### config.mk
export PLATFORM = sky130hd
export DESIGN_NAME = next_pc_gen_ftq_flat
export DESIGN_NICKNAME = d
export VERILOG_FILES = /design/src/rtl/next_pc_gen_ftq_if.sv /design/src/rtl/next_pc_gen_ftq.sv /design/src/flat_wrapper.sv
export SDC_FILE = /design/constraint.sdc
export NUM_CORES = 1
export LEC_CHECK = 0
export CAP_MARGIN = 0
export CORE_MARGIN = 2
export CORE_UTILIZATION = 47
export DETAILED_ROUTE_END_ITERATION = 16
export GPL_TIMING_DRIVEN = 0
export PLACE_DENSITY = 0.76
export SYNTH_ARGS = -nofsm -noshare
export SYNTH_HDL_FRONTEND = slang
export SYNTH_SLANG_ARGS = --single-unit
### constraint.sdc
create_clock -name clk -period 3.3 [get_ports clk]
set_clock_uncertainty 0.1 [all_clocks]
set_input_delay 0.495 -clock clk [delete_from_list [all_inputs] [get_ports clk]]
set_output_delay 0.495 -clock clk [all_outputs]
set_load 0.02 [all_outputs]
### src/rtl/next_pc_gen_ftq_if.sv
// Bundle between the next-PC generator and its environment: redirect sources, predictor
// feedback, the predictor index (pcOut) and the fetch-target-queue head handshake.
//   master : the generator (drives pcOut and the ftq* head outputs)
//   slave  : predictor / recovery / fetch side (drives redirects, prediction, ftqReady)
interface next_pc_gen_ftq_if #(
  parameter int unsigned FETCH_WIDTH = 4,
  parameter int unsigned PC_WIDTH    = 32,
  parameter int unsigned SID_WIDTH   = 16,
  parameter int unsigned FTQ_DEPTH   = 4
);
  logic                           intValid;
  logic [PC_WIDTH-1:0]            intPC;
  logic                           cmRecValid;
  logic [PC_WIDTH-1:0]            cmRecPC;
  logic                           rnRecValid;
  logic [PC_WIDTH-1:0]            rnRecPC;
  logic                           predTaken;
  logic [$clog2(FETCH_WIDTH)-1:0] predSlot;
  logic [PC_WIDTH-1:0]            predTarget;
  logic                           brMispred;
  logic [PC_WIDTH-1:0]            pcOut;
  logic                           ftqValid;
  logic                           ftqReady;
  logic [PC_WIDTH-1:0]            ftqPC;
  logic [FETCH_WIDTH-1:0]         ftqMask;
  logic [SID_WIDTH-1:0]           ftqSID;
  logic [$clog2(FTQ_DEPTH):0]     ftqCount;

  modport master (
    input  intValid, intPC, cmRecValid, cmRecPC, rnRecValid, rnRecPC,
    input  predTaken, predSlot, predTarget, brMispred, ftqReady,
    output pcOut, ftqValid, ftqPC, ftqMask, ftqSID, ftqCount
  );

  modport slave (
    output intValid, intPC, cmRecValid, cmRecPC, rnRecValid, rnRecPC,
    output predTaken, predSlot, predTarget, brMispred, ftqReady,
    input  pcOut, ftqValid, ftqPC, ftqMask, ftqSID, ftqCount
  );
endinterface

### src/rtl/next_pc_gen_ftq.sv
// Next-PC generator feeding a fetch-target queue (FTQ).
// Each cycle a fetch block {start PC, lane mask, serial ID} is formed from the current PC and
// the predictor response, and pushed into a FTQ_DEPTH-entry ring that the fetch stage drains.
// Redirects (interrupt > commit recovery > rename recovery) flush the ring and reload the PC.
// Optional stop mode suppresses enqueue for MISPRED_WAIT cycles after a mispredict report.
// Ports:
//   clk    : clock
//   rst    : asynchronous active-high reset
//   bus_io : next_pc_gen_ftq_if.master (redirects, prediction, pcOut, FTQ head handshake)
module next_pc_gen_ftq #(
  parameter int unsigned         FETCH_WIDTH     = 4,
  parameter int unsigned         INSN_BYTES      = 4,
  parameter int unsigned         LINE_BYTES      = 64,
  parameter int unsigned         PC_WIDTH        = 32,
  parameter int unsigned         FTQ_DEPTH       = 4,
  parameter logic [PC_WIDTH-1:0] RESET_PC        = PC_WIDTH'('h1000),
  parameter int unsigned         SID_WIDTH       = 16,
  parameter int unsigned         STOP_ON_MISPRED = 0,
  parameter int unsigned         MISPRED_WAIT    = 2
) (
  input logic               clk,
  input logic               rst,
  next_pc_gen_ftq_if.master bus_io
);

  localparam int unsigned OffW      = $clog2(LINE_BYTES);
  localparam int unsigned InsnShift = $clog2(INSN_BYTES);
  localparam int unsigned PtrW      = $clog2(FTQ_DEPTH);
  localparam int unsigned CntW      = PtrW + 1;
  localparam int unsigned NW        = $clog2(FETCH_WIDTH) + 1;
  localparam int unsigned WaitW     = (MISPRED_WAIT > 1) ? $clog2(MISPRED_WAIT + 1) : 1;

  logic [PC_WIDTH-1:0]    pc_q, pc_d;
  logic [SID_WIDTH-1:0]   sid_q, sid_d;
  logic [PtrW-1:0]        rd_q, rd_d, wr_q, wr_d;
  logic [CntW-1:0]        cnt_q, cnt_d;
  logic [WaitW-1:0]       wait_q, wait_d;

  logic [PC_WIDTH-1:0]    pc_mem   [FTQ_DEPTH];
  logic [FETCH_WIDTH-1:0] mask_mem [FTQ_DEPTH];
  logic [SID_WIDTH-1:0]   sid_mem  [FTQ_DEPTH];

  logic [FETCH_WIDTH-1:0] mask_w;
  logic [NW-1:0]          n_w;
  logic                   redir, enq, deq, ftq_valid, full;
  logic [PC_WIDTH-1:0]    redir_pc;

  // Block formation: a lane is valid while it stays inside pc's cache line and does not lie
  // beyond a predicted-taken branch. Lane 0 always qualifies, so the mask is contiguous.
  always_comb begin
    mask_w = '0;
    n_w    = '0;
    for (int unsigned i = 0; i < FETCH_WIDTH; i++) begin
      if ((32'(pc_q[OffW-1:0]) + i * INSN_BYTES < LINE_BYTES) &&
          !(bus_io.predTaken && (i > 32'(bus_io.predSlot)))) begin
        mask_w[i] = 1'b1;
        n_w       = n_w + NW'(1);
      end
    end
  end

  always_comb begin
    redir = bus_io.intValid | bus_io.cmRecValid | bus_io.rnRecValid;
    if (bus_io.intValid) begin
      redir_pc = bus_io.intPC;
    end else if (bus_io.cmRecValid) begin
      redir_pc = bus_io.cmRecPC;
    end else begin
      redir_pc = bus_io.rnRecPC;
    end

    ftq_valid = (cnt_q != '0);
    full      = (cnt_q == CntW'(FTQ_DEPTH));
    deq       = ftq_valid & bus_io.ftqReady;
    enq       = !redir && (!full || deq) && (wait_q == '0);

    pc_d   = pc_q;
    sid_d  = sid_q;
    rd_d   = rd_q;
    wr_d   = wr_q;
    cnt_d  = cnt_q;
    wait_d = wait_q;

    if (redir) begin
      // Flush: any same-cycle dequeue is dropped along with the rest of the queue.
      pc_d   = redir_pc;
      rd_d   = wr_q;
      cnt_d  = '0;
      wait_d = '0;
    end else begin
      if (enq) begin
        pc_d  = bus_io.predTaken ? bus_io.predTarget
                                 : pc_q + (PC_WIDTH'(n_w) << InsnShift);
        sid_d = sid_q + SID_WIDTH'(n_w);
        wr_d  = wr_q + 1'b1;
      end
      if (deq) begin
        rd_d = rd_q + 1'b1;
      end
      cnt_d = cnt_q + CntW'(enq) - CntW'(deq);
      if ((STOP_ON_MISPRED != 0) && bus_io.brMispred) begin
        wait_d = WaitW'(MISPRED_WAIT);
      end else if (wait_q != '0) begin
        wait_d = wait_q - 1'b1;
      end
    end
  end

  always_ff @(posedge clk or posedge rst) begin
    if (rst) begin
      pc_q   <= RESET_PC;
      sid_q  <= SID_WIDTH'(1);
      rd_q   <= '0;
      wr_q   <= '0;
      cnt_q  <= '0;
      wait_q <= '0;
    end else begin
      pc_q   <= pc_d;
      sid_q  <= sid_d;
      rd_q   <= rd_d;
      wr_q   <= wr_d;
      cnt_q  <= cnt_d;
      wait_q <= wait_d;
    end
  end

  // Storage needs no reset: head outputs are gated by occupancy.
  always_ff @(posedge clk) begin
    if (enq) begin
      pc_mem[wr_q]   <= pc_q;
      mask_mem[wr_q] <= mask_w;
      sid_mem[wr_q]  <= sid_q;
    end
  end

  assign bus_io.pcOut    = pc_q;
  assign bus_io.ftqValid = ftq_valid;
  assign bus_io.ftqCount = cnt_q;
  assign bus_io.ftqPC    = ftq_valid ? pc_mem[rd_q]   : '0;
  assign bus_io.ftqMask  = ftq_valid ? mask_mem[rd_q] : '0;
  assign bus_io.ftqSID   = ftq_valid ? sid_mem[rd_q]  : '0;

endmodule

### src/flat_wrapper.sv
// flat-port wrapper written by rule: the top's interface ports become plain ports
module next_pc_gen_ftq_flat 
#(
  parameter int unsigned         FETCH_WIDTH     = 4,
  parameter int unsigned         INSN_BYTES      = 4,
  parameter int unsigned         LINE_BYTES      = 64,
  parameter int unsigned         PC_WIDTH        = 32,
  parameter int unsigned         FTQ_DEPTH       = 4,
  parameter logic [PC_WIDTH-1:0] RESET_PC        = PC_WIDTH'('h1000),
  parameter int unsigned         SID_WIDTH       = 16,
  parameter int unsigned         STOP_ON_MISPRED = 0,
  parameter int unsigned         MISPRED_WAIT    = 2
)
  (clk, rst, bus_io_intValid, bus_io_intPC, bus_io_cmRecValid, bus_io_cmRecPC, bus_io_rnRecValid, bus_io_rnRecPC, bus_io_predTaken, bus_io_predSlot, bus_io_predTarget, bus_io_brMispred, bus_io_ftqReady, bus_io_pcOut, bus_io_ftqValid, bus_io_ftqPC, bus_io_ftqMask, bus_io_ftqSID, bus_io_ftqCount);
  next_pc_gen_ftq_if #(.FETCH_WIDTH(FETCH_WIDTH), .PC_WIDTH(PC_WIDTH), .SID_WIDTH(SID_WIDTH), .FTQ_DEPTH(FTQ_DEPTH)) bus_io_i ();
  input logic clk;
  input logic rst;
  input wire logic [$bits(bus_io_i.intValid)-1:0] bus_io_intValid;
  input wire logic [$bits(bus_io_i.intPC)-1:0] bus_io_intPC;
  input wire logic [$bits(bus_io_i.cmRecValid)-1:0] bus_io_cmRecValid;
  input wire logic [$bits(bus_io_i.cmRecPC)-1:0] bus_io_cmRecPC;
  input wire logic [$bits(bus_io_i.rnRecValid)-1:0] bus_io_rnRecValid;
  input wire logic [$bits(bus_io_i.rnRecPC)-1:0] bus_io_rnRecPC;
  input wire logic [$bits(bus_io_i.predTaken)-1:0] bus_io_predTaken;
  input wire logic [$bits(bus_io_i.predSlot)-1:0] bus_io_predSlot;
  input wire logic [$bits(bus_io_i.predTarget)-1:0] bus_io_predTarget;
  input wire logic [$bits(bus_io_i.brMispred)-1:0] bus_io_brMispred;
  input wire logic [$bits(bus_io_i.ftqReady)-1:0] bus_io_ftqReady;
  output wire logic [$bits(bus_io_i.pcOut)-1:0] bus_io_pcOut;
  output wire logic [$bits(bus_io_i.ftqValid)-1:0] bus_io_ftqValid;
  output wire logic [$bits(bus_io_i.ftqPC)-1:0] bus_io_ftqPC;
  output wire logic [$bits(bus_io_i.ftqMask)-1:0] bus_io_ftqMask;
  output wire logic [$bits(bus_io_i.ftqSID)-1:0] bus_io_ftqSID;
  output wire logic [$bits(bus_io_i.ftqCount)-1:0] bus_io_ftqCount;
  assign bus_io_i.intValid = bus_io_intValid;
  assign bus_io_i.intPC = bus_io_intPC;
  assign bus_io_i.cmRecValid = bus_io_cmRecValid;
  assign bus_io_i.cmRecPC = bus_io_cmRecPC;
  assign bus_io_i.rnRecValid = bus_io_rnRecValid;
  assign bus_io_i.rnRecPC = bus_io_rnRecPC;
  assign bus_io_i.predTaken = bus_io_predTaken;
  assign bus_io_i.predSlot = bus_io_predSlot;
  assign bus_io_i.predTarget = bus_io_predTarget;
  assign bus_io_i.brMispred = bus_io_brMispred;
  assign bus_io_i.ftqReady = bus_io_ftqReady;
  assign bus_io_pcOut = bus_io_i.pcOut;
  assign bus_io_ftqValid = bus_io_i.ftqValid;
  assign bus_io_ftqPC = bus_io_i.ftqPC;
  assign bus_io_ftqMask = bus_io_i.ftqMask;
  assign bus_io_ftqSID = bus_io_i.ftqSID;
  assign bus_io_ftqCount = bus_io_i.ftqCount;
  next_pc_gen_ftq #(.FETCH_WIDTH(FETCH_WIDTH), .INSN_BYTES(INSN_BYTES), .LINE_BYTES(LINE_BYTES), .PC_WIDTH(PC_WIDTH), .FTQ_DEPTH(FTQ_DEPTH), .RESET_PC(RESET_PC), .SID_WIDTH(SID_WIDTH), .STOP_ON_MISPRED(STOP_ON_MISPRED), .MISPRED_WAIT(MISPRED_WAIT)) u_core (.clk(clk), .rst(rst), .bus_io(bus_io_i));
endmodule
==> flow_summary.ini <==
[pwr]
cell_internal_pwr_w = 0.00667
p_clk_share_pct = 33.1
power_density_mw_per_mm2 = 583
p_seq_share_pct = 45.0
power.leakage_nw = 5.50
irDropWorstVdd_mv = 0.366
switching_power_w = 0.00251
pwr-share-comb_pct = 21.9
swShare_pct = 27.3

[worst_hold_path]
hp-class = input pin to asynchronous set/reset pin

[layout]
stdcell_count = 1445
regArea_sq_mm = 0.00756
nets = 1248
layout-drive-gt1-share_pct = 13.7
fin_util_pct = 62.5
n_fill_cell = 1889
area_growth_pct = 30.8
n_antenna_cell = 0
multi_input_area_sq_mm = 0.00422
design_area_sq_mm = 0.0157

[sta]
worst_slack_ns = 0.0719
slew_headroom_pct = 31.4
hold_violations = 0
fin_crit_sh_pct = 97.8
period_minus_slack_ns = 3.23
tightest_slew_ns = 1.03
rsz0062_at_grt = false
slew_violations = 0
fmax_mhz = 310
setup_viol = 0
fin_hold_ws_ns = 0.242

[clock_tree]
clk_pin_slew_ns = 0.06
cts_sinks = 261
clock_path_buffers = 3
htree_levels = 1
hold_buffers = 0
cts_root_buf = clkbuf_16
tritoncts = built
clk_latency_ns = 0.55
numCtsBuffers = 27

[drt]
drt_wl_total_um = 34500
wire_per_inst_um = 23.9
firstDrtPassIters = 5
drc = 0
via_count = 8522
antenna_left = 0
drt_iter0_markers = 709
post_drt_via_cell_ratio = 5.90

[die]
die_w_um = 164
fp.dieArea_sq_mm = 0.0269
io_pins = 226
dieHeight_um = 164
design.core.area_sq_mm = 0.0252
initial_core_util_pct = 47.8
rows = 58

[synth]
syn_avg_cell_area_sq_um = 14.3
synth_top_area_cell = edfxtp_1
syn_area_sq_mm = 0.0120
synth_async_sr_flop_share_pct = 21.8
synth.top_cells.by_area = edfxtp_1 (51%), dfrtp_1 (11%), mux4_2 (9.5%)
synth_commonest_cells = edfxtp_1 (204), and2_1 (58), nand2_1 (57), dfrtp_1 (55), mux4_2 (51)
synth_ff_type = edfxtp_1
synth_edf_count = 204
ys_ff_latch = 261
ys_types = 68
post-synth-top-count-cell = edfxtp_1
yosysWarnings = 0
synth_nets = 993
synthCells = 839
yosysSeqAreaShare_pct = 62.8
yosys.area.top_type_share_pct = 50.9

[setup_path]
endpoint_kind = output pin
cp_max_fo = 10
r2r_start = u_core.bus_io.pcOut[3]$_DFFE_PP0P_
critPathArrivalTime_ns = 2.63
cp.required_ns = 2.70
reg2reg_depth = 10
reg2reg_slack_ns = 0.20
regToRegEndpoint = u_core.bus_io.pcOut[25]$_DFFE_PP0P_
cp-start-kind = flip-flop
critical_path_class = flip-flop to output pin

[placement]
pre_cts_ws_ns = -1.11
numPortBuffers = 223
dp_hpwl_um = 23600
placed_cell_area_sq_mm = 0.0147
place_inst = 1393
gp_congestion = 0.879

[global_route]
antenna_found_initial = 0
grt_max_degree = 52
gr-total-overflow = 0
grtUsageMet3_pct = 6.11
grt_use_total_pct = 25.3
gr-usage-met1_pct = 33.7
first_global_vias = 8323
grt_first_pass_wirelength_um = 49900
top_usage_layer = met2
use_met2_pct = 41.2

[job]
drv_cap = 0

[outcome]
outcome = completed
critical path: stages (launching register included):
cell             delay, ns
dfrtp_2               0.52
buf_6                 0.25
mux4_2                0.52
and2_1                0.22
clkdlybuf4s50_1       0.57
metal layers:
metal,vias up,wire (um)
li1,3747,-
met1,4234,13200
met2,466,17000
met3,75,3270
met4,0,1060
met5,-,0
layout by cell type (no fill, tap or decap), types with 6 or more instances in the layout:
cell,count
xnor2_1,22
nand3_1,19
dfrtp_1,51
xor2_1,17
a22oi_1,31
buf_6,7
and3_1,13
edfxtp_1,204
nor2_1,33
nor3_1,6
o21ai_0,35
ha_1,13
nand4_1,9
o221ai_1,14
a21oi_1,29
inv_1,21
buf_4,6
a41oi_1,9
nand2_1,57
mux4_2,51
clkdlybuf4s50_1,223
and2_1,58
clkbuf_16,27
clkbuf_1,31
buf_2,7
registers in the layout, indices dropped and copies added, names as in the netlist:
signal	cells
u_core.bus_io.pcOut	32
u_core.wait_q	2
u_core.rd_q	2
u_core.sid_mem	64
u_core.sid_q	16
u_core.pc_mem	128
u_core.wr_q	2
u_core.mask_mem	12
u_core.bus_io.ftqCount	3
stage by stage:
step,TNS (ns),power [W]
floorplan,0,0.00537
global placement,-367.04,0.00609
detailed placement,-75.01,0.00614
CTS,0,0.00919
global route,0,0.00950
finish,0,0.00918
area by class of cell:
type                       count  share of cell area (%)
sequential                   261                    48.0
clock inverter                14                    1.05
buffer                        49                    1.69
timing repair buffer         229                    14.6
inverter                      24                   0.572
tap                          330                    2.62
clock buffer                  36                    4.57
multi-input combinational    502                    26.8
worst max-delay path by stage:
stage          slack [ns]  cells past startpoint                             endpoint                  startpoint
2_1_floorplan        0.05                      5      u_core.mask_mem[0][1]$_DFFE_PP_           bus_io_cmRecValid
3_3_place_gp        -1.72                      5       u_core.pc_mem[1][11]$_DFFE_PP_           bus_io_rnRecValid
3_5_place_dp        -1.11                     12  u_core.bus_io.pcOut[12]$_DFFE_PP1P_            bus_io_predTaken
4_1_cts             0.007                      4                     bus_io_ftqPC[28]  u_core.rd_q[0]$_DFFE_PP0P_
5_1_grt             0.005                      4                     bus_io_ftqPC[28]  u_core.rd_q[0]$_DFFE_PP0P_
6_report             0.07                      4                     bus_io_ftqPC[15]  u_core.rd_q[0]$_DFFE_PP0P_
cell families after synthesis:
family	after synthesis	synth area share [%]
multiplexers	53	9.73
adder cells (fa/ha/maj)	16	1.85
flip-flops	261	62.8
buffers and inverters	76	2.72
AND/OR/NAND/NOR	235	11.2
AO/OA/AOI/OAI	159	8.90
XOR/XNOR	39	2.84
power groups by stage:
stage	Clock (W)	Sequential [W]	Combinational, W
2_1_floorplan	0	0.00412	0.00125
3_3_place_gp	0	0.00415	0.00195
3_5_place_dp	0	0.00416	0.00198
4_1_cts	0.00306	0.00414	0.00199
5_1_grt	0.00319	0.00416	0.00215
6_report	0.00304	0.00413	0.00201
repair_timing:
action / 4_1_cts / 5_1_grt
endpoints found under the setup margin: 76 / 32
gates cloned: 0 / 0
pin swaps: 1 / 1
resized for setup: 24 / 8
buffers inserted: 1 / 4
Power figures use the tool's default switching activity.
